### config.mk
export PLATFORM = sky130hd
export DESIGN_NAME = seg_scan_ctrl
export DESIGN_NICKNAME = d
export VERILOG_FILES = /design/src/rtl/seg_pkg.sv /design/src/rtl/seg_hex_dec.sv /design/src/rtl/seg_scan_ctrl.sv
export SDC_FILE = /design/constraint.sdc
export NUM_CORES = 1
export LEC_CHECK = 0
export BUFFER_PORTS_ARGS = -buffer_cell sky130_fd_sc_hd__buf_2
export CORE_ASPECT_RATIO = 1.2
export CORE_MARGIN = 8
export CORE_UTILIZATION = 40
export CTS_CLUSTER_DIAMETER = 120
export DETAILED_ROUTE_END_ITERATION = 16
export PLACE_DENSITY = 0.7
export SLEW_MARGIN = 10
export SYNTH_ARGS = -nofsm -noshare
export SYNTH_HDL_FRONTEND = slang
export SYNTH_SLANG_ARGS = --single-unit
### constraint.sdc
create_clock -name clk -period 11.45 [get_ports clk]
set_input_delay 1.145 -clock clk [delete_from_list [all_inputs] [get_ports clk]]
set_output_delay 1.145 -clock clk [all_outputs]
set_load 0.01 [all_outputs]
### src/rtl/seg_pkg.sv
// seg_pkg: shared state type, blank pattern and hex-to-segment table for the scan controller.
package seg_pkg;

    typedef enum logic [1:0] {ST_IDLE, ST_GAP, ST_SHOW} state_t;

    localparam logic [7:0] SEG_OFF = 8'hFF;

    // Active-low a..g in bits 7..1, dp (bit 0) off, for hex 0..F
    localparam logic [7:0] SEG_TABLE [16] = '{
        8'h03, 8'h9F, 8'h25, 8'h0D, 8'h99, 8'h49, 8'h41, 8'h1F,
        8'h01, 8'h09, 8'h11, 8'hC1, 8'h63, 8'h85, 8'h61, 8'h71
    };

endpackage

### src/rtl/seg_hex_dec.sv
// seg_hex_dec: combinational hex nibble to active-low 7-segment pattern, dp bit held off.
module seg_hex_dec
    import seg_pkg::*;
(
    input  logic [3:0] nib,
    output logic [7:0] seg
);

    assign seg = SEG_TABLE[nib];

endmodule

### src/rtl/seg_scan_ctrl.sv
// seg_scan_ctrl: multiplexed 7-segment scanner with frame-aligned value commit,
// per-digit dwell and an all-off gap before each digit to avoid ghosting.
module seg_scan_ctrl
    import seg_pkg::*;
#(
    parameter int NDIG  = 8,
    parameter int DWELL = 1000,
    parameter int GAP   = 16
) (
    input  logic              clk,
    input  logic              rst_n,
    input  logic              en,
    input  logic              val_valid,
    output logic              val_ready,
    input  logic [4*NDIG-1:0] val_data,
    input  logic [NDIG-1:0]   val_dp,
    input  logic [NDIG-1:0]   val_blank,
    output logic [7:0]        seg_n,
    output logic [NDIG-1:0]   an_n,
    output logic              frame_start
);

    localparam int PW = $clog2((GAP > DWELL ? GAP : DWELL) + 1);
    localparam int IW = $clog2(NDIG);

    state_t            state, state_nx;
    logic [IW-1:0]     idx, idx_nx;
    logic [PW-1:0]     ph, ph_nx;
    logic [4*NDIG-1:0] disp_data, disp_data_nx, pend_data;
    logic [NDIG-1:0]   disp_dp, disp_dp_nx, pend_dp;
    logic [NDIG-1:0]   disp_blank, disp_blank_nx, pend_blank;
    logic              pend_full, accept, commit, enter0, lit;
    logic [7:0]        dec, seg_nx;
    logic [NDIG-1:0]   an_nx;
    logic              frame_nx;

    assign val_ready = !pend_full;
    assign accept    = val_valid && !pend_full;

    always_ff @(posedge clk or negedge rst_n) begin
        if (!rst_n) begin
            state       <= ST_IDLE;
            idx         <= '0;
            ph          <= '0;
            disp_data   <= '0;
            disp_dp     <= '0;
            disp_blank  <= '1;
            pend_data   <= '0;
            pend_dp     <= '0;
            pend_blank  <= '0;
            pend_full   <= 1'b0;
            seg_n       <= SEG_OFF;
            an_n        <= '1;
            frame_start <= 1'b0;
        end else begin
            state       <= state_nx;
            idx         <= idx_nx;
            ph          <= ph_nx;
            disp_data   <= disp_data_nx;
            disp_dp     <= disp_dp_nx;
            disp_blank  <= disp_blank_nx;
            pend_full   <= accept ? 1'b1 : commit ? 1'b0 : pend_full;
            seg_n       <= seg_nx;
            an_n        <= an_nx;
            frame_start <= frame_nx;
            if (accept) begin
                pend_data  <= val_data;
                pend_dp    <= val_dp;
                pend_blank <= val_blank;
            end
        end
    end

    always_comb begin
        state_nx = state;
        idx_nx   = idx;
        ph_nx    = ph + 1'b1;
        if (!en) begin
            state_nx = ST_IDLE;
            idx_nx   = '0;
            ph_nx    = '0;
        end else if (state == ST_IDLE) begin
            state_nx = ST_GAP;
            idx_nx   = '0;
            ph_nx    = '0;
        end else if (state == ST_GAP && ph == PW'(GAP - 1)) begin
            state_nx = ST_SHOW;
            ph_nx    = '0;
        end else if (state == ST_SHOW && ph == PW'(DWELL - 1)) begin
            state_nx = ST_GAP;
            idx_nx   = (idx == IW'(NDIG - 1)) ? '0 : idx + 1'b1;
            ph_nx    = '0;
        end
    end

    // Outputs are registered from next-state values so they line up with the state they describe
    assign enter0        = state_nx == ST_GAP && state != ST_GAP && idx_nx == '0;
    assign commit        = pend_full && (enter0 || state == ST_IDLE);
    assign disp_data_nx  = commit ? pend_data : disp_data;
    assign disp_dp_nx    = commit ? pend_dp : disp_dp;
    assign disp_blank_nx = commit ? pend_blank : disp_blank;

    seg_hex_dec u_dec (
        .nib (disp_data_nx[idx_nx*4 +: 4]),
        .seg (dec)
    );

    always_comb begin
        lit      = state_nx == ST_SHOW && !disp_blank_nx[idx_nx];
        an_nx    = lit ? ~(NDIG'(1) << idx_nx) : '1;
        seg_nx   = lit ? {dec[7:1], ~disp_dp_nx[idx_nx]} : SEG_OFF;
        frame_nx = enter0;
    end

endmodule
# Word-level counts from Yosys, hierarchy flattened
# Memory sizes are Yosys's and may differ from the RTL's.
# Index checks and enable logic that the tools add are counted.
word_totals:
  memories: 1
  inputBits: 52
  wordCells: 70
  romBits: 128
  reg_bits: 129
  out_inout_bits: 18
memory_table:
  columns: ["name", "words", "width", "rd", "rd_ports_with_merged_regs", "wr", "line_no", "source"]
  rows:
  - ["(no name shown)", 16, 8, 1, 0, 0, "seg_hex_dec.sv:9", "assign seg = SEG_TABLE[nib];"]
classes:
  magnitude_cmp: 2
  n_eq_ne: 8
  muxes: 26
  reduce_logical: 13
  n_addsub: 2
  shift: 2
  n_bitwise: 3
op_table:
  columns: ["op", "count"]
  rows:
  - ["two-way mux 8 bit", 6]
  - ["two-way mux 10 bit", 4]
  - ["two-way mux 32 bit", 1]
  - ["indexed part select 32 x 6 -> 4 bit", 1]
  - ["two-way mux 3 bit", 5]
  - ["adder 10 x 1 -> 10 bit (second input constant)", 1]
  - ["== test 10 bit (second input constant)", 1]
  - ["== test 10 x 4 -> 1 bit (second input constant)", 1]
  - ["two-way mux 2 bit", 4]
  - ["NOT 8 bit", 1]
  - ["left shift 1 x 3 -> 8 bit (first input constant)", 1]
  - ["logical AND 1 bit", 7]
  - ["binary-select mux 1 bit (select 3 bit)", 2]
  - ["greater-or-equal comparator 5 bit (second input constant)", 1]
  - ["NOT 4 -> 5 bit", 1]
  - ["== test 2 x 1 -> 1 bit (second input constant)", 2]
  - ["== test 2 bit (second input constant)", 2]
  - ["< comparator 3 x 4 -> 1 bit (second input constant)", 1]
  - ["two-way mux 1 bit", 4]
  - ["adder 3 x 1 -> 3 bit (second input constant)", 1]
  - ["== test 3 bit (second input constant)", 1]
  - ["zero test 3 bit", 1]
  - ["zero test 1 bit", 2]
  - ["zero test 2 bit", 1]
  - ["4 further kinds", 4]

# Depth between registers and ports, before layout
# Gate-level depths: netlist of the first run.
logic_depth:
  word_depth: 18
  depth_mapped: 18
  depth_no_buf: 16

# Modules after synthesis
# A second synthesis of the first run with hierarchy kept.
hier_totals:
  hier_cells: 517
  area_unflattened_um2: 5864.4
by_module_without_submodules:
  columns: ["mod", "instances", "seq_area_each_um2", "area_per_inst_um2", "cells_each"]
  rows:
  - ["seg_scan_ctrl", 1, 3258.1, 5590.4, 484]
  - ["seg_hex_dec", 1, 0.0, 274.0, 33]

# Worst setup path after synthesis of the first run
# Ideal clock, no wire load.
synth_path:
  path_type: "in2reg"
  from: "input port en"
  to: "register seg_n[2]"
  path_slack_ps: 7620
  setup_ps: 95
  t_required_ps: 11355
  arrival_ps: 3734
  path_buffers: 2
  cell_stages: 14
  path_cell_list: "o21ai_0 > o21ai_0 > o21a_1 > buf_2 > buf_6 > mux2_2 > mux2i_1 > o21ai_0 > o21ai_1 > inv_1 > ha_1 > mux2_2 > nand2_1 > o311ai_1"
synth_via:
  elab_chain_cells: 13
  word_cells_on_any_way: 21
  cone_classes: "2 x eq/ne; 1 x shift; 9 x mux; 1 x bitwise; 7 x reduce/logical; 1 x memory"
synth_lines:
  columns: ["item", "line_no", "source"]
  rows:
  - ["start, declared", "seg_scan_ctrl.sv:12", "input logic en,"]
  - ["two-way mux 2 bit", "seg_scan_ctrl.sv:78", "if (!en) begin"]
  - ["== test 2 x 1 -> 1 bit", "seg_scan_ctrl.sv:97", "assign enter0 = state_nx == ST_GAP && state != ST_GAP && idx_nx == '0;"]
  - ["logical AND 1 bit", "seg_scan_ctrl.sv:97", null]
  - ["logical AND 1 bit *", "seg_scan_ctrl.sv:97", null]
  - ["logical OR 1 bit *", "seg_scan_ctrl.sv:98", "assign commit = pend_full && (enter0 || state == ST_IDLE);"]
  - ["logical AND 1 bit *", "seg_scan_ctrl.sv:98", null]
  - ["two-way mux 32 bit *", "seg_scan_ctrl.sv:99", "assign disp_data_nx = commit ? pend_data : disp_data;"]
  - ["net disp_data_nx[9]", "seg_scan_ctrl.sv:29", "logic [4*NDIG-1:0] disp_data, disp_data_nx, pend_data;"]
  - ["indexed part select 32 x 6 -> 4 bit *", "seg_scan_ctrl.sv:104", ".nib (disp_data_nx[idx_nx*4 +: 4]),"]
  - ["NOT 4 -> 5 bit (implied by the code) *", "seg_hex_dec.sv:9", null]
  - ["memory (16 x 8 bit) *", null, null]
  - ["two-way mux 8 bit (implied by the code) * (2 in a row)", "seg_hex_dec.sv:9", null]
  - ["two-way mux 8 bit *", "seg_scan_ctrl.sv:111", "seg_nx = lit ? {dec[7:1], ~disp_dp_nx[idx_nx]} : SEG_OFF;"]
  - ["net seg_nx[2]", "seg_scan_ctrl.sv:33", "logic [7:0] dec, seg_nx;"]
  - ["end signal, assigned", "seg_scan_ctrl.sv:63", "seg_n <= seg_nx;"]
  - ["end, declared", "seg_scan_ctrl.sv:18", "output logic [7:0] seg_n,"]
# Mark *: on every way through the listed nets, which the timed path passes. The rest lies on a longest branch. The select of a mux whose other input is x is not followed.
# A chain may end at the register's enable or synchronous reset.

# Worst setup path after layout of the first run
layout_path:
  from: "register ph[0]"
  to: "register seg_n[2]"
layout_via:
  word_cells_on_any_way: 31
  cone_classes: "4 x eq/ne; 1 x shift; 15 x mux; 1 x bitwise; 9 x reduce/logical; 1 x memory"
layout_rtl:
  columns: ["item", "line_no", "source"]
  rows:
  - ["start, declared", "seg_scan_ctrl.sv:28", "logic [PW-1:0] ph, ph_nx;"]
  - ["start signal, assigned", "seg_scan_ctrl.sv:58", "ph <= ph_nx;"]
  - ["== test 10 bit", "seg_scan_ctrl.sv:89", "end else if (state == ST_SHOW && ph == PW'(DWELL - 1)) begin"]
  - ["logical AND 1 bit", "seg_scan_ctrl.sv:89", null]
  - ["two-way mux 3 bit", "seg_scan_ctrl.sv:89", null]
  - ["two-way mux 3 bit *", "seg_scan_ctrl.sv:86", "end else if (state == ST_GAP && ph == PW'(GAP - 1)) begin"]
  - ["two-way mux 3 bit *", "seg_scan_ctrl.sv:82", "end else if (state == ST_IDLE) begin"]
  - ["two-way mux 3 bit *", "seg_scan_ctrl.sv:78", null]
  - ["net idx_nx[2]", "seg_scan_ctrl.sv:27", "logic [IW-1:0] idx, idx_nx;"]
  - ["zero test 3 bit", "seg_scan_ctrl.sv:97", null]
  - ["[... 2 more ...]", null, null]
  - ["logical AND 1 bit", "seg_scan_ctrl.sv:98", null]
  - ["two-way mux 32 bit", "seg_scan_ctrl.sv:99", null]
  - ["indexed part select 32 x 6 -> 4 bit", "seg_scan_ctrl.sv:104", null]
  - ["NOT 4 -> 5 bit (implied by the code)", "seg_hex_dec.sv:9", null]
  - ["memory (16 x 8 bit)", null, null]
  - ["two-way mux 8 bit (implied by the code) (2 in a row)", "seg_hex_dec.sv:9", null]
  - ["two-way mux 8 bit *", "seg_scan_ctrl.sv:111", null]
  - ["net seg_nx[2]", "seg_scan_ctrl.sv:33", null]
# Marked as above.

==> results of run 1 <==
## power groups by stage
stage	Clock (uW)	Sequential [uW]	Combinational [uW]
3_3_place_gp	0	622	260
2_1_floorplan	0	604	217
4_1_cts	561	618	274
3_5_place_dp	0	626	272
6_report	548	617	271
5_1_grt	579	630	307
## per-layer routing
metal / share of wire / track usage / vias up / wire, um
li1: - / - / 1962 / -
met1: 0.42 / 0.172 / 2048 / 5390
met2: 0.50 / 0.245 / 113 / 6520
met3: 0.054 / 0.0386 / 27 / 705
met4: 0.025 / 0.0828 / 0 / 330
met5: 0 / 0 / - / 0
## logic make-up after synthesis
kind of cell / synth area share
simple gates: 0.144
flops: 0.553
mux: 0.157
compound gates: 0.0841
buf+inv: 0.0274
xor+xnor: 0.0149
fa+ha+maj: 0.0191
## metrics by stage
stage,std cells,utilization,worst slack (ns),total power (uW)
floorplan,526,-,7.62,821
global placement,750,0.443,7.05,882
detailed placement,750,0.443,6.87,898
CTS,782,0.485,7.21,1450
global route,782,0.485,6.82,1520
finish,782,0.485,7.17,1440
## worst max-delay path: stages (launching register included)
cell	delay [ns]
dfrtp_1	0.37
ha_1	0.23
nand4b_1	0.30
nor3_2	0.62
mux2i_1	0.23
nand2b_1	0.49
clkinv_1	0.47
a21oi_1	0.27
a32o_1	0.32
inv_1	0.13
ha_1	0.28
mux2_2	0.28
nand2_1	0.06
o311ai_1	0.10
## cell type report
class                           instances  area, um2  area share
Tap cell                              175        219      0.0313
Sequential cell                       129       3260       0.466
Inverter                               14       52.6     0.00751
Clock inverter                         10        133      0.0190
Timing Repair Buffer                   73        378      0.0540
Multi-Input combinational cell        359       2480       0.354
Clock buffer                           22        474      0.0678
## final timing paths
path,startpoint,end
setup / recovery,ph[0]$_DFF_PN0_,seg_n[2]$_DFF_PN1_
hold / removal,pend_data[31]$_DFFE_PN0P_,disp_data[31]$_DFF_PN0_
setup reg to reg,ph[0]$_DFF_PN0_,seg_n[2]$_DFF_PN1_
hold reg to reg,pend_data[31]$_DFFE_PN0P_,disp_data[31]$_DFF_PN0_
max in group asynchronous,rst_n,ph[4]$_DFF_PN0_
min in group asynchronous,rst_n,pend_dp[0]$_DFFE_PN0P_
## synth_stat cells, types with 7 or more instances
library cell,n
buf_2,9
xnor2_1,7
mux2_2,68
dfstp_2,24
nand2_1,121
inv_1,12
nor2_1,22
o211ai_1,10
dfrtp_1,105
o21ai_0,16
a21oi_1,8
clkbuf_1,9
ha_1,9
mux2i_1,10
nand3_1,10
## state kept, by name, summed over array words and instances, names as in the netlist, 3 cells and up
| signal | flops |
|---|---|
| seg_n | 8 |
| an_n | 8 |
| disp_data | 32 |
| ph | 10 |
| pend_blank | 8 |
| disp_dp | 8 |
| pend_data | 32 |
| pend_dp | 8 |
| idx | 3 |
| disp_blank | 8 |
==> run_results.csv, run 1 <==
group,metric,value,unit
synth,synth_cell_type_count,64,
outcome,status,"finished clean",
sta,slew_headroom,0.370,
synth,syn_nets,587,
floorplan,dieArea,18900,um2
clocking,clock-root-buffer,"clkbuf_16",
sta,rsz0062_at_grt,"no",
worst_setup_path,ff2ff_path_depth,13,
sta,finalSetupViolations,0,
sta,tns,0,ns
route,antenna_left,0,
clocking,cts_sinks,129,
synth,synth_largest_area_cell,"dfrtp_1",
synth,ys_ff_latch,129,
cells_and_area,final_nets,655,
clocking,htree_levels,4,
synth,synth_edf_count,0,
worst_setup_path,reg2reg_slack,7.17,ns
sta,worst_pin_slew,0.918,ns
synth,synth-seq-area-share,0.553,
grt,grt_pass1_vias,4426,
grt,grt.total_usage,0.148,
clocking,cts_hold_buf,0,
grt,antenna_found_initial,0,
placement,placed_area,6390,um2
worst_setup_path,path_class,"flop to flop",
sta,hold_slack,0.460,ns
synth,avgSynthCellArea,11.2,um2
cells_and_area,area_growth,18.7,%
placement,port_buffers,69,
clocking,insertion_delay,0.42,ns
grt,grt_max_degree,79,
floorplan,die_y,149,um
clocking,clkTransAtPathRegs,0.06,ns
pwr,power_switching,378,uW
route,drt_drc_violations_left,0,
sta,max_freq,234,MHz
pwr,peakVddDrop,0.106,mV
route,dr.pass1.iters,4,
pwr,power_density,205,nW/um2
route,viasPerCell,5.31,
sta,hold_viol,0,
sta,period_minus_slack,4.28,ns
synth,synth_flop_cell,"dfrtp_1",
worst_setup_path,arrival,4.60,ns
placement,dp_hpwl,9120,um
pwr,swShare,0.263,
sta,finalCritPeriodShare,0.373,
floorplan,start_util,0.409,
floorplan,rows,48,
pwr,power.share.clock,0.381,
sta,maxSlewViolCount,0,
clocking,numCtsBuffers,17,
synth,yosys_warnings,0,
worst_setup_path,critPathRequiredTime,11.77,ns
cells_and_area,final_cell_mix,"121 x nand2_1, 105 x dfrtp_1, 68 x mux2_2, 68 x buf_2, 24 x dfstp_2",
grt,globalRouteOverflowTotal,0,
floorplan,coreArea,14400,um2
cells_and_area,n_antenna_cell,0,
synth,async_flop_share,1.00,
cells_and_area,fillers,1306,
clocking,cts_resized,0,
job,cap_violations,0,
min_path,worstHoldPathType,"flop to flop",
cells_and_area,finalInstanceArea,6990,um2
route,via_count,4150,
placement,gp_congestion,0.861,
synth,syn_inst,526,
worst_setup_path,end_kind,"flop",
cells_and_area,layout_commonest_cell,"nand2_1",
pwr,p_seq_frac,0.430,
route,routed_wl,13000,um
synth,synthTopCellsByArea,"dfrtp_1 45%, mux2_2 13%, dfstp_2 11%, nand2_1 7.7%, ha_1 1.9%",
worst_setup_path,cp-start-kind,"flop",
synth,synth_top_area_share,0.446,
pwr,p_leak,0.00313,uW
floorplan,die_w,127,um
clocking,cts_tree,"built",
route,drt_iter0_markers,248,
cells_and_area,drive_gt1_frac,0.344,
clocking,postCtsSetupBuffers,0,
sta,fin_skew,0.00730,ns
synth,netlist_area,5890,um2
clocking,clock_path_buffers,2,
pwr,p_int,1060,uW
min_path,hold_depth,2,
grt,grt_pass1_wl,21900,um
worst_setup_path,worst-path-max-fanout,13,
route,wire_per_inst,16.6,um
pwr,comb_power_share,0.189,
floorplan,ios,70,
Note: power is estimated with default switching activity, not from simulation.
==> inputs of run 2 (changes only) <==
--- a/config.mk
+++ b/config.mk
@@ -5,6 +5,7 @@
 export SDC_FILE = /design/constraint.sdc
 export NUM_CORES = 1
 export LEC_CHECK = 0
+export ABC_AREA = 1
 export BUFFER_PORTS_ARGS = -buffer_cell sky130_fd_sc_hd__buf_2
 export CORE_ASPECT_RATIO = 1.2
 export CORE_MARGIN = 8
==> constraint.sdc (replaced) <==
create_clock -name clk -period 4.5 [get_ports clk]
set_input_delay 0.45 -clock clk [delete_from_list [all_inputs] [get_ports clk]]
set_output_delay 0.45 -clock clk [all_outputs]
set_load 0.01 [all_outputs]
==> run 2 against run 1 <==
Against the previous run: sequential cell count is the same; utilization fell by 0.59 points; worst setup slack lost 6.1 ns; final area is 2.1% higher; highest routed layer unchanged.
==> run_results.csv, run 2 <==
group,metric,value,unit
clocking,postCtsSetupBuffers,0,
route,routed_wl,13200,um
synth,ys_ff_latch,129,
pwr,fin_total_pwr,3370,uW
clocking,clock-root-buffer,"clkbuf_16",
pwr,p_seq_frac,0.439,
cells_and_area,final_core_util,0.479,
sta,slew_headroom,0.358,
route,dr.pass1.iters,4,
route,wire_per_inst,13.4,um
sta,finalCritPeriodShare,0.757,
synth,synthTopCellsByArea,"dfrtp_1 44%, nand2_1 11%, dfstp_2 10%, nand3_1 5.9%, inv_1 5.7%",
sta,finalSetupViolations,0,
placement,gp_congestion,0.797,
clocking,clkTransAtPathRegs,0.05,ns
grt,grt_pass1_wl,22500,um
worst_setup_path,arrival,3.74,ns
sta,fin_skew,0.00904,ns
cells_and_area,seq_area,3260,um2
grt,grt.total_usage,0.149,
cells_and_area,top_regs,"disp_data: 32 flops, pend_data: 32 flops, ph: 10 flops",
floorplan,coreArea,14900,um2
pwr,power_density,473,nW/um2
pwr,swShare,0.277,
sta,tns,0,ns
cells_and_area,final_nets,834,
grt,grt_max_degree,77,
route,via_count,4548,
cells_and_area,area_growth,18.3,%
cells_and_area,n_antenna_cell,0,
synth,synth-seq-area-share,0.540,
synth,syn_nets,760,
grt,antenna_found_initial,0,
clocking,cts_resized,0,
sta,rsz0062_at_grt,"no",
pwr,peakVddDrop,0.266,mV
cells_and_area,drive_gt1_frac,0.234,
route,viasPerCell,4.59,
placement,dp_hpwl,9410,um
route,met3WireLength,480,um
worst_setup_path,cp-start-kind,"flop",
pwr,p_int,2440,uW
floorplan,die_y,151,um
route,antenna_left,0,
synth,netlist_area,6040,um2
sta,max_freq,293,MHz
worst_setup_path,reg2reg_slack,1.09,ns
pwr,p_leak,0.00360,uW
cells_and_area,layout_commonest_cell,"nand2_1",
floorplan,ios,70,
sta,period_minus_slack,3.41,ns
sta,setup_ws,1.09,ns
synth,yosysMostFrequentCell,"nand2_1",
synth,synth_cell_type_count,34,
min_path,worstHoldPathType,"input port to async pin",
pwr,comb_power_share,0.180,
floorplan,rows,49,
synth,synth_flop_cell,"dfrtp_1",
clocking,cts_hold_buf,0,
sta,hold_viol,0,
clocking,numCtsBuffers,17,
route,highest-signal-layer,"met4",
synth,yosys_warnings,0,
clocking,insertion_delay,0.41,ns
cells_and_area,final_cell_mix,"178 x nand2_1, 105 x dfrtp_1, 92 x inv_1",
synth,synth_edf_count,0,
floorplan,die_w,128,um
floorplan,start_util,0.405,
job,cap_violations,0,
floorplan,dieArea,19300,um2
route,drt_drc_violations_left,0,
synth,synth_common_cells,"179 x nand2_1, 105 x dfrtp_1, 92 x inv_1",
pwr,power.share.clock,0.381,
synth,synth_largest_area_cell,"dfrtp_1",
sta,worst_pin_slew,0.963,ns
grt,globalRouteOverflowTotal,0,
worst_setup_path,end_kind,"flop",
cells_and_area,finalInstanceArea,7140,um2
clocking,htree_levels,4,
cells_and_area,fillers,1465,
grt,grt_pass1_vias,4691,
sta,maxSlewViolCount,0,
synth,async_flop_share,1.00,
clocking,cts_tree,"built",
worst_setup_path,critPathRequiredTime,4.84,ns
route,drt_iter0_markers,281,
placement,place_ws,1.11,ns
clocking,cts_sinks,129,
worst_setup_path,worst-path-max-fanout,23,
synth,avgSynthCellArea,8.64,um2
route,wl_met1,6310,um
worst_setup_path,path_class,"flop to flop",
route,wl_met2,6080,um
placement,placed_area,6580,um2
cells_and_area,multiInputGateArea,2270,um2
synth,synth_top_area_share,0.435,
outcome,status,"finished clean",
placement,port_buffers,69,
clocking,clock_path_buffers,2,
synth,syn_inst,699,
pwr,power_switching,936,uW
[run 2: area by class of cell]
type                            instances  area share
Inverter                               97      0.0510
Multi-Input combinational cell        448       0.318
Timing Repair Buffer                   80      0.0603
Clock inverter                          9      0.0116
Tap cell                              204      0.0357
Sequential cell                       129       0.456
Clock buffer                           23      0.0669
[run 2: through the flow]
stage | cells | hold WS (ns)
floorplan | 699 | 0.154
global placement | 958 | 0.459
detailed placement | 958 | 0.462
CTS | 990 | 0.237
global route | 990 | 0.260
finish | 990 | 0.199
[run 2: per-layer routing]
| metal | GRT usage | up-vias |
|---|---|---|
| met5 | 0 | - |
| met3 | 0.0393 | 23 |
| met1 | 0.185 | 2101 |
| met2 | 0.236 | 97 |
| li1 | - | 2327 |
| met4 | 0.0721 | 0 |
[run 2: logic make-up after synthesis]
group | after synthesis | share of synthesized area
buffers and inverters | 122 | 0.0844
flip-flops | 129 | 0.540
AO/OA/AOI/OAI | 45 | 0.0419
adder cells (fa/ha/maj) | 9 | 0.0187
XOR/XNOR | 2 | 0.00290
multiplexers | 24 | 0.0448
AND/OR/NAND/NOR | 368 | 0.268
[run 2: final timing paths]
path                                          from                        end  depth (start not counted)
max                                ph[0]$_DFF_PN0_         seg_n[2]$_DFF_PN1_                         22
min                                          rst_n  pend_blank[7]$_DFFE_PN0P_                          1
max reg2reg                        ph[0]$_DFF_PN0_         seg_n[2]$_DFF_PN1_                         22
min reg2reg                disp_data[20]$_DFF_PN0_    disp_data[20]$_DFF_PN0_                          2
max in group asynchronous                    rst_n    disp_blank[6]$_DFF_PN1_                          2
min in group clk                         val_dp[5]     pend_dp[5]$_DFFE_PN0P_                          2
[run 2: worst max-delay path: stages, from the launching register on]
cell and delay [ns]:
dfrtp_1 0.41, ha_1 0.22, nand2_2 0.10, nor2_1 0.19, nand4_1 0.14, nand3_2 0.15
nand3_2 0.10, o21bai_2 0.11, buf_4 0.25, nand2_2 0.10, inv_2 0.36, nand2_1 0.11
nand2_1 0.10, nor2_1 0.06, nor2_1 0.10, nand2_1 0.07, nand2_2 0.13, inv_2 0.06
ha_1 0.24, nand3_1 0.10, nor2_1 0.05, nor2_2 0.10, nand2_1 0.06
[run 2: power groups by stage]
stage	Combinational, uW	Sequential (uW)	Clock, uW
finish	607	1480	1280
global route	710	1510	1360
CTS	612	1480	1310
detailed placement	605	1500	0
global placement	594	1490	0
floorplan	476	1470	0
==> inputs of run 3 (changes only) <==
--- a/config.mk
+++ b/config.mk
@@ -5,7 +5,7 @@
 export SDC_FILE = /design/constraint.sdc
 export NUM_CORES = 1
 export LEC_CHECK = 0
-export ABC_AREA = 1
+export ABC_AREA = 0
 export BUFFER_PORTS_ARGS = -buffer_cell sky130_fd_sc_hd__buf_2
 export CORE_ASPECT_RATIO = 1.2
 export CORE_MARGIN = 8
==> constraint.sdc (replaced) <==
create_clock -name clk -period 3.2 [get_ports clk]
set_input_delay 0.32 -clock clk [delete_from_list [all_inputs] [get_ports clk]]
set_output_delay 0.32 -clock clk [all_outputs]
set_load 0.01 [all_outputs]
==> run 3 against run 2 <==
Against the previous run: non-clock buffer count rose by 65; hold slack lost 0.19 ns; cell count down 14%; sequential share of layout area shrank 3.6 points; largest power group unchanged; the flow now finishes with violations (negative setup slack); combinational power grew 110%; wire length increased by 9.8%.
==> run_results.csv, run 3 (same netlist as run 1, synthesis figures left out) <==
group,metric,value,unit
pwr,peakVddDrop,0.389,mV
sta,finalSetupViolations,5,
cells_and_area,final_core_util,0.538,
sta,worst_pin_slew,0.858,ns
route,via_count,4448,
pwr,power_density,695,nW/um2
outcome,violations,"negative setup slack",
cells_and_area,drive_gt1_frac,0.452,
cells_and_area,seq_area,3260,um2
floorplan,start_util,0.409,
route,drt_iter0_markers,278,
floorplan,rows,48,
worst_setup_path,cp-start-kind,"flop",
clocking,clock_path_buffers,2,
route,antenna_left,0,
clocking,numCtsBuffers,17,
grt,grt_max_degree,67,
worst_setup_path,arrival,3.62,ns
placement,dp_hpwl,10400,um
min_path,worstHoldPathType,"input port to async pin",
clocking,cts_sinks,129,
cells_and_area,fillers,1228,
placement,port_buffers,69,
worst_setup_path,worst-path-max-fanout,6,
floorplan,dieArea,18900,um2
sta,maxSlewViolCount,0,
clocking,insertion_delay,0.42,ns
outcome,status,"finished, violations left",
placement,gp_congestion,0.866,
worst_setup_path,path_class,"flop to flop",
grt,globalRouteOverflowTotal,0,
grt,grt_pass1_wl,23900,um
grt,antenna_found_initial,0,
floorplan,ios,70,
sta,slew_headroom,0.428,
floorplan,die_w,127,um
route,wire_per_inst,17.0,um
clocking,clkTransAtPathRegs,0.06,ns
worst_setup_path,critPathRequiredTime,3.53,ns
cells_and_area,final_cell_mix,"119 x nand2_1, 105 x dfrtp_1, 68 x buf_2, 68 x buf_4, 65 x mux2_2",
cells_and_area,final_nets,727,
sta,setup_ws,-0.0860,ns
grt,grt.total_usage,0.160,
sta,finalCritPeriodShare,1.03,
cells_and_area,multiInputGateArea,2660,um2
worst_setup_path,worstPathCellList,"ha_2 > ha_4 > nand3b_1 > or4_4 > o21a_4 > mux2_4 > mux2i_1 > o21ai_2 > o21ai_4 > inv_2 > ha_4 > mux2_4 > nand2_2 > o311ai_1",
job,cap_violations,0,
worst_setup_path,crit_slowest_cell,"or4_4",
sta,period_minus_slack,3.29,ns
clocking,clock-root-buffer,"clkbuf_16",
sta,fin_skew,0.0125,ns
cells_and_area,layout_commonest_cell,"nand2_1",
pwr,fin_total_pwr,5390,uW
cells_and_area,n_antenna_cell,0,
route,drt_drc_violations_left,0,
clocking,htree_levels,4,
pwr,p_leak,0.00355,uW
placement,place_ws,-0.143,ns
clocking,cts_tree,"built",
floorplan,coreArea,14400,um2
sta,tns,-0.353,ns
grt,grt_pass1_vias,4797,
route,dr.pass1.iters,4,
floorplan,die_y,149,um
worst_setup_path,slowest_delay,0.45,ns
route,viasPerCell,5.21,
sta,max_freq,304,MHz
sta,rsz0062_at_grt,"yes",
worst_setup_path,end_kind,"flop",
route,routed_wl,14500,um
sta,hold_viol,0,
sta,hold_slack,0.00897,ns
cells_and_area,top_regs,"disp_data: 32 flops, pend_data: 32 flops, ph: 10 flops",
clocking,cts_hold_buf,0,
cells_and_area,area_growth,31.6,%
-- run 3: cell types whose count changed in the layout (fill, tap and decap cells not counted), sizes merged, moves of 9 or more --
cell and change:
a21oi -19, and2 -17, buf +65, inv -84
mux2 +48, mux2i +10, nand2 -65, nand3 -66
nor2 -50, o211ai +9
-- run 3: worst paths after layout --
check	cells past startpoint	slack, ns	to	from
worst max-delay path	14	-0.09	seg_n[2]$_DFF_PN1_	idx[1]$_DFF_PN0_
worst min-delay path	1	0.009	pend_data[1]$_DFFE_PN0P_	rst_n
worst max register to register	14	-0.09	seg_n[2]$_DFF_PN1_	idx[1]$_DFF_PN0_
worst min register to register	2	0.47	disp_data[7]$_DFF_PN0_	pend_data[7]$_DFFE_PN0P_
max in group asynchronous	2	2.40	an_n[7]$_DFF_PN1_	rst_n
min in group clk	3	0.12	pend_data[28]$_DFFE_PN0P_	val_data[28]
-- run 3: layout make-up --
class | count | area share
Inverter | 14 | 0.00678
Timing Repair Buffer | 145 | 0.125
Sequential cell | 129 | 0.420
Clock inverter | 3 | 0.00549
Multi-Input combinational cell | 359 | 0.343
Tap cell | 175 | 0.0282
Clock buffer | 29 | 0.0712
-- run 3: critical path, delay by kind of cell, from the launching register on --
kind	cells	cell delay (ns)
buf+inv	1	0.11
compound gates	4	0.67
mux	3	0.76
fa+ha+maj	3	0.59
simple gates	3	0.69
flops	1	0.39
-- run 3: what timing repair did --
| item | 4_1_cts | 5_1_grt |
|---|---|---|
| gates resized for setup | 25 | 18 |
| endpoints found under the setup margin | 8 | 8 |
| gates cloned | 0 | 0 |
| pin swaps | 11 | 5 |
| setup buffers | 6 | 6 |
-- run 3: where the power goes --
part	total (uW)	switching (uW)	internal [uW]
clock	1900	658	1240
sequential	2210	180	2030
combinational	1280	619	658
total	5390	1460	3930
-- run 3: through the flow --
stage               instances  instance area (um2)
floorplan                 526                 5950
global placement          810                 6890
detailed placement        810                 6890
CTS                       848                 7620
global route              854                 7750
finish                    854                 7750
-- run 3: routing by layer --
layer / part of all wire / GRT usage
met5: 0 / 0
met4: 0.022 / 0.0673
met2: 0.53 / 0.291
met1: 0.39 / 0.171
met3: 0.052 / 0.0458
